### config.mk
export PLATFORM = sky130hd
export DESIGN_NAME = param_register_file_flat
export DESIGN_NICKNAME = d
export VERILOG_FILES = /design/src/rtl/param_register_file_pkg.sv /design/src/rtl/param_register_file_if.sv /design/src/rtl/register_file_read_port.sv /design/src/rtl/param_register_file.sv /design/src/flat_wrapper.sv
export SDC_FILE = /design/constraint.sdc
export NUM_CORES = 2
export LEC_CHECK = 0
export BUFFER_PORTS_ARGS = -buffer_cell sky130_fd_sc_hd__buf_4
export CAP_MARGIN = 25
export CELL_PAD_IN_SITES_DETAIL_PLACEMENT = 0
export CELL_PAD_IN_SITES_GLOBAL_PLACEMENT = 1
export CORE_MARGIN = 2
export CORE_UTILIZATION = 50
export DETAILED_ROUTE_END_ITERATION = 8
export PLACE_DENSITY = 0.7
export RECOVER_POWER = 50
export SKIP_LAST_GASP = 1
export SYNTH_ARGS = -nofsm -noshare
export SYNTH_HDL_FRONTEND = slang
export SYNTH_SLANG_ARGS = --single-unit
### constraint.sdc
create_clock -name clock_in -period 25.6 [get_ports clock_in]
set_input_delay 2.56 -clock clock_in [delete_from_list [all_inputs] [get_ports clock_in]]
set_output_delay 2.56 -clock clock_in [all_outputs]
set_load 0.05 [all_outputs]
### src/rtl/param_register_file_pkg.sv
// param_register_file_pkg: shared FSM state type and address-width helper
// for the parametrised register file and its read ports.
package param_register_file_pkg;

  typedef enum logic {
    RF_IDLE,
    RF_CLEARING
  } rf_state_t;

  function automatic int rf_addr_width(input int n);
    return $clog2(n);
  endfunction

endpackage

### src/rtl/param_register_file_if.sv
// param_register_file_if: write strobe/address/data, per-port read address
// and data, clear request, busy and clear-done status. master drives, slave is the file.
interface param_register_file_if #(
  parameter int DATA_WIDTH           = 8,
  parameter int NUMBER_OF_REGISTERS  = 256,
  parameter int NUMBER_OF_READ_PORTS = 2
) ();
  import param_register_file_pkg::*;

  localparam int AW = rf_addr_width(NUMBER_OF_REGISTERS);

  logic                                             write_enable_in;
  logic [AW-1:0]                                    write_register_address_in;
  logic [DATA_WIDTH-1:0]                            write_data_in;
  logic [NUMBER_OF_READ_PORTS-1:0][AW-1:0]          read_register_address_in;
  logic [NUMBER_OF_READ_PORTS-1:0][DATA_WIDTH-1:0]  read_data_out;
  logic                                             clear_request_in;
  logic                                             busy_out;
  logic                                             clear_done_out;

  modport master (
    output write_enable_in,
    output write_register_address_in,
    output write_data_in,
    output read_register_address_in,
    output clear_request_in,
    input  read_data_out,
    input  busy_out,
    input  clear_done_out
  );

  modport slave (
    input  write_enable_in,
    input  write_register_address_in,
    input  write_data_in,
    input  read_register_address_in,
    input  clear_request_in,
    output read_data_out,
    output busy_out,
    output clear_done_out
  );

endinterface

### src/rtl/register_file_read_port.sv
// register_file_read_port: one combinational read port. Inputs: entry array,
// read address, FSM state, pending write; output: read data with bypass/zero/clear masks.
module register_file_read_port
  import param_register_file_pkg::*;
#(
  parameter int DATA_WIDTH          = 8,
  parameter int NUMBER_OF_REGISTERS = 256,
  parameter int ADDR_WIDTH          = 8,
  parameter int HARDWIRED_ZERO      = 1,
  parameter int BYPASS_ENABLE       = 1
) (
  input  logic [DATA_WIDTH-1:0] entries_in [NUMBER_OF_REGISTERS],
  input  logic [ADDR_WIDTH-1:0] read_addr_in,
  input  rf_state_t             state_in,
  input  logic                  write_valid_in,
  input  logic [ADDR_WIDTH-1:0] write_addr_in,
  input  logic [DATA_WIDTH-1:0] write_data_in,
  output logic [DATA_WIDTH-1:0] read_data_out
);

  logic hit;

  // write_valid_in already excludes clears and discarded zero-entry writes
  assign hit = (BYPASS_ENABLE != 0) && write_valid_in
            && (write_addr_in == read_addr_in);

  always_comb begin
    read_data_out = entries_in[read_addr_in];
    if (hit) read_data_out = write_data_in;
    if ((HARDWIRED_ZERO != 0) && (read_addr_in == '0)) read_data_out = '0;
    if (state_in == RF_CLEARING) read_data_out = '0;
  end

endmodule

### src/rtl/param_register_file.sv
// param_register_file: parametrised register file with clear engine.
// Ports: clock_in, reset_in (sync, active high), bus (write, reads, clear, busy, done).
module param_register_file
  import param_register_file_pkg::*;
#(
  parameter int DATA_WIDTH           = 8,
  parameter int NUMBER_OF_REGISTERS  = 256,
  parameter int NUMBER_OF_READ_PORTS = 2,
  parameter int HARDWIRED_ZERO       = 1,
  parameter int BYPASS_ENABLE        = 1
) (
  input logic                 clock_in,
  input logic                 reset_in,
  param_register_file_if.slave bus
);

  localparam int AW = rf_addr_width(NUMBER_OF_REGISTERS);
  localparam logic [AW-1:0] LAST = AW'(NUMBER_OF_REGISTERS - 1);

  rf_state_t state_q, state_d;
  logic [AW-1:0] count_q, count_d;
  logic done_q, done_d;

  logic [DATA_WIDTH-1:0] mem_q [NUMBER_OF_REGISTERS];
  logic                  wr_en_d;
  logic [AW-1:0]         wr_addr_d;
  logic [DATA_WIDTH-1:0] wr_data_d;

  logic user_wr;
  logic zero_drop;

  assign zero_drop = (HARDWIRED_ZERO != 0)
                  && (bus.write_register_address_in == '0);
  assign user_wr = (state_q == RF_IDLE) && bus.write_enable_in
                && !bus.clear_request_in && !zero_drop;

  always_ff @(posedge clock_in) begin
    if (reset_in) begin
      state_q <= RF_CLEARING;
      count_q <= '0;
      done_q  <= 1'b0;
    end else begin
      state_q <= state_d;
      count_q <= count_d;
      done_q  <= done_d;
    end
  end

  always_comb begin
    state_d = state_q;
    count_d = count_q;
    done_d  = 1'b0;
    unique case (state_q)
      RF_CLEARING: begin
        count_d = count_q + AW'(1);
        if (count_q == LAST) begin
          state_d = RF_IDLE;
          done_d  = 1'b1;
        end
      end
      default: begin
        if (bus.clear_request_in) begin
          state_d = RF_CLEARING;
          count_d = '0;
        end
      end
    endcase
  end

  always_comb begin
    wr_en_d   = user_wr;
    wr_addr_d = bus.write_register_address_in;
    wr_data_d = bus.write_data_in;
    if (state_q == RF_CLEARING) begin
      wr_en_d   = 1'b1;
      wr_addr_d = count_q;
      wr_data_d = '0;
    end
  end

  assign bus.busy_out       = (state_q == RF_CLEARING);
  assign bus.clear_done_out = done_q;

  always_ff @(posedge clock_in) begin
    if (!reset_in && wr_en_d) mem_q[wr_addr_d] <= wr_data_d;
  end

  logic [DATA_WIDTH-1:0] entries [NUMBER_OF_REGISTERS];

  for (genvar i = 0; i < NUMBER_OF_REGISTERS; i++) begin : g_entry
    wire [DATA_WIDTH-1:0] entry = mem_q[i];
    assign entries[i] = entry;
  end

  logic [DATA_WIDTH-1:0] rd_data [NUMBER_OF_READ_PORTS];

  for (genvar p = 0; p < NUMBER_OF_READ_PORTS; p++) begin : g_port
    register_file_read_port #(
      .DATA_WIDTH         (DATA_WIDTH),
      .NUMBER_OF_REGISTERS(NUMBER_OF_REGISTERS),
      .ADDR_WIDTH         (AW),
      .HARDWIRED_ZERO     (HARDWIRED_ZERO),
      .BYPASS_ENABLE      (BYPASS_ENABLE)
    ) u_port (
      .entries_in    (entries),
      .read_addr_in  (bus.read_register_address_in[p]),
      .state_in      (state_q),
      .write_valid_in(user_wr),
      .write_addr_in (bus.write_register_address_in),
      .write_data_in (bus.write_data_in),
      .read_data_out (rd_data[p])
    );
  end

  always_comb begin
    for (int p = 0; p < NUMBER_OF_READ_PORTS; p++) begin
      bus.read_data_out[p] = rd_data[p];
    end
  end

endmodule

### src/flat_wrapper.sv
// flat-port wrapper written by rule: the top's interface ports become plain ports
module param_register_file_flat import param_register_file_pkg::*;
#(
  parameter int DATA_WIDTH           = 8,
  parameter int NUMBER_OF_REGISTERS  = 256,
  parameter int NUMBER_OF_READ_PORTS = 2,
  parameter int HARDWIRED_ZERO       = 1,
  parameter int BYPASS_ENABLE        = 1
)
  (clock_in, reset_in, bus_write_enable_in, bus_write_register_address_in, bus_write_data_in, bus_read_register_address_in, bus_clear_request_in, bus_read_data_out, bus_busy_out, bus_clear_done_out);
  param_register_file_if #(.DATA_WIDTH(DATA_WIDTH), .NUMBER_OF_REGISTERS(NUMBER_OF_REGISTERS), .NUMBER_OF_READ_PORTS(NUMBER_OF_READ_PORTS)) bus_i ();
  input logic clock_in;
  input logic reset_in;
  input wire logic [$bits(bus_i.write_enable_in)-1:0] bus_write_enable_in;
  input wire logic [$bits(bus_i.write_register_address_in)-1:0] bus_write_register_address_in;
  input wire logic [$bits(bus_i.write_data_in)-1:0] bus_write_data_in;
  input wire logic [$bits(bus_i.read_register_address_in)-1:0] bus_read_register_address_in;
  input wire logic [$bits(bus_i.clear_request_in)-1:0] bus_clear_request_in;
  output wire logic [$bits(bus_i.read_data_out)-1:0] bus_read_data_out;
  output wire logic [$bits(bus_i.busy_out)-1:0] bus_busy_out;
  output wire logic [$bits(bus_i.clear_done_out)-1:0] bus_clear_done_out;
  assign bus_i.write_enable_in = bus_write_enable_in;
  assign bus_i.write_register_address_in = bus_write_register_address_in;
  assign bus_i.write_data_in = bus_write_data_in;
  assign bus_i.read_register_address_in = bus_read_register_address_in;
  assign bus_i.clear_request_in = bus_clear_request_in;
  assign bus_read_data_out = bus_i.read_data_out;
  assign bus_busy_out = bus_i.busy_out;
  assign bus_clear_done_out = bus_i.clear_done_out;
  param_register_file #(.DATA_WIDTH(DATA_WIDTH), .NUMBER_OF_REGISTERS(NUMBER_OF_REGISTERS), .NUMBER_OF_READ_PORTS(NUMBER_OF_READ_PORTS), .HARDWIRED_ZERO(HARDWIRED_ZERO), .BYPASS_ENABLE(BYPASS_ENABLE)) u_core (.clock_in(clock_in), .reset_in(reset_in), .bus(bus_i));
endmodule
==> Word level (Yosys, flattened, before mapping) <==
Memories as Yosys holds them, arrays and structs flattened.
Cells that the tools add are included.
{ "totals": {"ff_bits": 10, "mem_bits_rw": 2048, "input_bits": 36, "n_memories": 1} }
{ "classes": {"addsub": 1, "magnitude_cmp": 2, "n_eq_ne": 3, "mux": 23, "bitwise": 3, "n_reduce_logical": 14} }
{ "memory_table": {"columns": ["memory", "words", "word_bits", "rd", "rd_clocked_by_memory_dff", "write_ports", "line", "rtl"], "rows": [
  ["u_core.mem_q", 256, 8, 256, 0, 1, "param_register_file.sv:24", "logic [DATA_WIDTH-1:0] mem_q [NUMBER_OF_REGISTERS];"]
]} }
{ "ops": {"columns": ["operator", "count"], "rows": [
  ["$bmux W8 S8", 2],
  ["$mux W8", 14],
  ["$logic_not A8 Y1", 3],
  ["$ge A9 B9 Y1 const B", 2],
  ["$not A8 Y9", 2],
  ["$eq A8 B8 Y1", 2],
  ["$add A8 B1 Y8 const B", 1],
  ["$eq A8 B8 Y1 const B", 1],
  ["$mux W1", 7],
  ["$logic_and A1 B1 Y1", 6],
  ["$logic_not A1 Y1", 3],
  ["$reduce_bool A2 Y1", 1],
  ["$reduce_or A2 Y1", 1],
  ["$not A1 Y1", 1]
]} }

==> Longest topological paths before layout <==
{ "logic_depth": {"word_depth": 8, "ltp_mapped": 13, "depth_no_buf": 7} }

==> Modules after synthesis <==
Synthesis repeated with hierarchy kept, for this count alone.
{ "hier_totals": {"hier_cells": 5629, "area_unflattened_um2": 99781.9} }
{ "by_module_without_submodules": {"columns": ["mod", "instances", "cells_each", "area_each_um2"], "rows": [
  ["param_register_file", 1, 2541, 65031.1],
  ["register_file_read_port", 2, 1544, 17375.4]
]} }

==> Worst setup path before layout <==
OpenSTA, ideal clock, no wires.
{ "synth_timing": {"path_kind": "input to register", "from": "input port bus_write_data_in[6]", "to": "memory u_core.mem_q[0][6] (data pin)", "arrival_ns": 8.705, "path_slack_ns": 15.449, "stages": 1, "n_path_buf": 0, "cell_sequence": "nor2b_1"} }
{ "synth_via": {"elab_chain_cells": 1} }
{ "synth_lines": {"columns": ["element", "line", "rtl"], "rows": [
  ["start, declared", "flat_wrapper.sv:16", "input wire logic [$bits(bus_i.write_data_in)-1:0] bus_write_data_in;"],
  ["$mux W8", "param_register_file.sv:74", "if (state_q == RF_CLEARING) begin"],
  ["end, declared", "param_register_file.sv:24", null]
]} }
Every way passes these cells.

==> Worst setup path in the final report <==
{ "layout_timing": {"from": "input port bus_read_register_address_in[8]", "to": "output port bus_read_data_out[14]"} }
{ "layout_via": {"elab_chain_cells": 7, "word_cells_on_any_way": 10, "cone_classes": "1 x eq/ne; 6 x mux; 1 x bitwise; 2 x reduce/logical"} }
{ "layout_lines": {"columns": ["element", "line", "rtl"], "rows": [
  ["start, declared", "flat_wrapper.sv:17", "input wire logic [$bits(bus_i.read_register_address_in)-1:0] bus_read_register_address_in;"],
  ["$not A8 Y9 (not written as such)", "register_file_read_port.sv:28", "read_data_out = entries_in[read_addr_in];"],
  ["$bmux W8 S8", "register_file_read_port.sv:28", null],
  ["$mux W8 (not written as such) (2 in series)", "register_file_read_port.sv:28", null],
  ["$mux W8", "register_file_read_port.sv:29", "if (hit) read_data_out = write_data_in;"],
  ["$mux W8 *", "register_file_read_port.sv:30", "if ((HARDWIRED_ZERO != 0) && (read_addr_in == '0)) read_data_out = '0;"],
  ["$mux W8 *", "register_file_read_port.sv:31", "if (state_in == RF_CLEARING) read_data_out = '0;"],
  ["end, declared", "flat_wrapper.sv:19", "output wire logic [$bits(bus_i.read_data_out)-1:0] bus_read_data_out;"]
]} }
Every way passes the cells marked *; elsewhere a longest branch is shown, timed or not. The select of a mux whose other input is x is not followed.

==> impl_metrics.yaml <==
route:
  wire_per_inst_um: 39.6
  dr.pass1.iters: 6
  num_vias: 52900
  post-route-drc-count: 0
  drt_iter0_markers: 7521
  antenna_left: 0
  viasPerCell: 7.10
  finalWirelength_um: 295000
logic_synthesis:
  ys_seq_area_frac: 0.639
  yosys_warnings: 0
  ys.flop_type: "edfxtp_1"
  synth.largest_area_cell: "edfxtp_1"
  synth_top_cell_area_share: 0.637
  netlist_top_cells_count: "edfxtp_1, mux4_2, nor2_1"
  synthCells: 4569
  synthArstFlopShare: 0
  ys_types: 68
  ys_ff_latch: 2058
  syn_avg_cell_area_sq_um: 21.1
  synth.most_common_cell: "edfxtp_1"
  synth_area_leaders: "edfxtp_1, mux4_2, nor2_1"
  synth_area_sq_um: 96500
  synth_edf_count: 2048
  synth_nets: 4606
worst_setup_path:
  cp_slowest_stage_delay_ps: 780
  crit_top_cell: "buf_4"
  critPathLaunch: "bus_read_register_address_in[8]"
  crit_path_max_fanout: 79
  cp-end-kind: "output pin"
  timing_worst_setup_path_type: "primary input to output pin"
  worst_path_max_delay_cell: "buf_4"
  crit_required_ps: 23040
  reg2reg_from: "u_core.bus.busy_out"
  startpoint_type: "primary input"
  cp.arrival_ps: 8870
  crit_chain: "buf_8 -> buf_4 -> buf_12 -> buf_4 -> buf_4 -> mux4_2 -> mux4_2 -> mux4_2 -> a22oi_1 -> nand4_1 -> buf_4"
layout:
  drive_above_1_share: 0.377
  layout.nets: 4773
  area_growth_pct: 11.6
  final_cell_area_sq_um: 108000
cts:
  cts_tree: "done"
  numCtsBuffers: 212
  htreeDepth: 4
  cts_setup_buffers: 0
  cts_buffer_depth: 3
  clock-sinks: 2058
  ctsRootBufferMaster: "clkbuf_16"
  cts_hold_buffers: 0
  path_clk_slew_ps: 60
  cts_resized: 0
  clkLatencyLatePin_ps: 860
floorplan:
  pin_count: 54
  dieWidth_um: 443
  core_sq_um: 192000
  dieArea_sq_um: 197000
  initial_utilization: 0.502
  std_cell_rows: 161
  die_h_um: 443
placed_design:
  place.gp.congestion: 0.888
  placed_area_sq_um: 101000
  port_buffers: 53
  dp.final_hpwl_um: 189000
timing:
  tightest_slew_ps: 8000
  fin_crit_sh: 0.446
  setup-tns-final_ps: 0
  rsz0062_at_grt: "false"
  setup_viol: 0
  fmax_mhz: 87.5
  clock_skew_ps: 21.7
  slew_violations: 2054
  hold_viol: 0
  slew_headroom: -4.33
  min_period_ps: 11430
power:
  leakage_uw: 0.0338
  power_density_nw_per_um2: 67.6
  max-vdd-ir-drop_mv: 0.0642
global_routing:
  grt_pass1_vias: 52500
  antenna_found_initial: 13
  grt_start_max_net_pins: 177
  grt_first_pass_wirelength_um: 412000
  grt_usage: 0.301
  overflow: 0
hold_path:
  hold_path_class: "register to register"
  min_from: "u_core.count_q[4]"
job:
  cap_violations: 26
outcome:
  outcome: "finished, violations left"
  violations: "capacitance limit, slew limit"
==> metrics by stage <==
| step | hold WS, ps | std cells | total power, uW | setup slack [ps] | utilization |
|---|---|---|---|---|---|
| 5_1_grt | 567 | 7449 | 7460 | 13800 | 0.561 |
| 4_1_cts | 530 | 7396 | 7320 | 14130 | 0.559 |
| 3_3_place_gp | 512 | 6907 | 4250 | 14140 | 0.518 |
| 2_1_floorplan | 489 | 4569 | 4070 | 15450 | - |
| 3_5_place_dp | 522 | 6998 | 4250 | 14120 | 0.523 |
| 6_report | 539 | 7451 | 7290 | 14170 | 0.561 |
==> path summary, 6_finish.rpt <==
path | to | slack (ps) | depth (start not counted)
setup / recovery | bus_read_data_out[14] | 14170 | 11
hold / removal | u_core.count_q[4] | 540 | 2
setup reg to reg | u_core.mem_q[171][2] | 17640 | 4
hold reg to reg | u_core.count_q[4] | 540 | 2
==> sequential cells by signal, summed over array words and instances, names as in the netlist <==
name,count
u_core.bus.busy_out,1
u_core.bus.clear_done_out,1
u_core.count_q,8
u_core.mem_q,2048
==> cells by family (layout without fill, tap and decap cells) <==
kind of cell	Yosys count	count (layout)	share of synthesized area
compound gates	225	225	0.0168
other cells	0	5	0
xor+xnor	16	16	0.00145
fa+ha+maj	1	1	0.000130
flops	2058	2058	0.639
buf+inv	390	741	0.0187
simple gates	534	534	0.0238
mux	1345	1345	0.300
==> area by class of cell <==
type                            instances  area [sq um]
Antenna cell                            5          12.5
Clock buffer                          261          5580
Clock inverter                        137          1330
Fill cell                           14400         84400
Inverter                               16          75.1
Multi-Input combinational cell       2121         33100
Sequential cell                      2058         61700
Tap cell                             2526          3160
Timing Repair Buffer                  327          2830
==> where the power goes <==
| part | internal [uW] | switching (uW) |
|---|---|---|
| clock | 1790 | 1310 |
| combinational | 234 | 301 |
| sequential | 3650 | 1.73 |
| total | 5670 | 1620 |
==> critical path, delay by kind of cell <==
| family | cells | cell delay (ps) |
|---|---|---|
| mux | 3 | 1660 |
| compound gates | 1 | 590 |
| simple gates | 1 | 370 |
| buf+inv | 6 | 3330 |
==> cells in the final DEF, fill, tap and decap left out, types with 22 or more instances in the layout <==
master and instances:
a21oi_1 39, clkinv_2 45, a22oi_1 64, clkinv_1 48, nor3_1 22, buf_6 84
clkbuf_16 216, nor2_1 301, buf_4 187, bufinv_16 24, nand3_1 37, nand2_1 92
a211oi_1 23, edfxtp_1 2048, mux4_2 1238, clkbuf_1 81, mux2i_1 99
==> metal layers <==
metal  vias to the layer above  share of wire  GRT usage
met4                         4          0.044      0.117
met1                     28900           0.38      0.417
met2                      3122           0.48      0.470
met5                         -       0.000092          0
met3                       503           0.10     0.0673
li1                      20400              -          -
(Power assumes the default switching activity.)
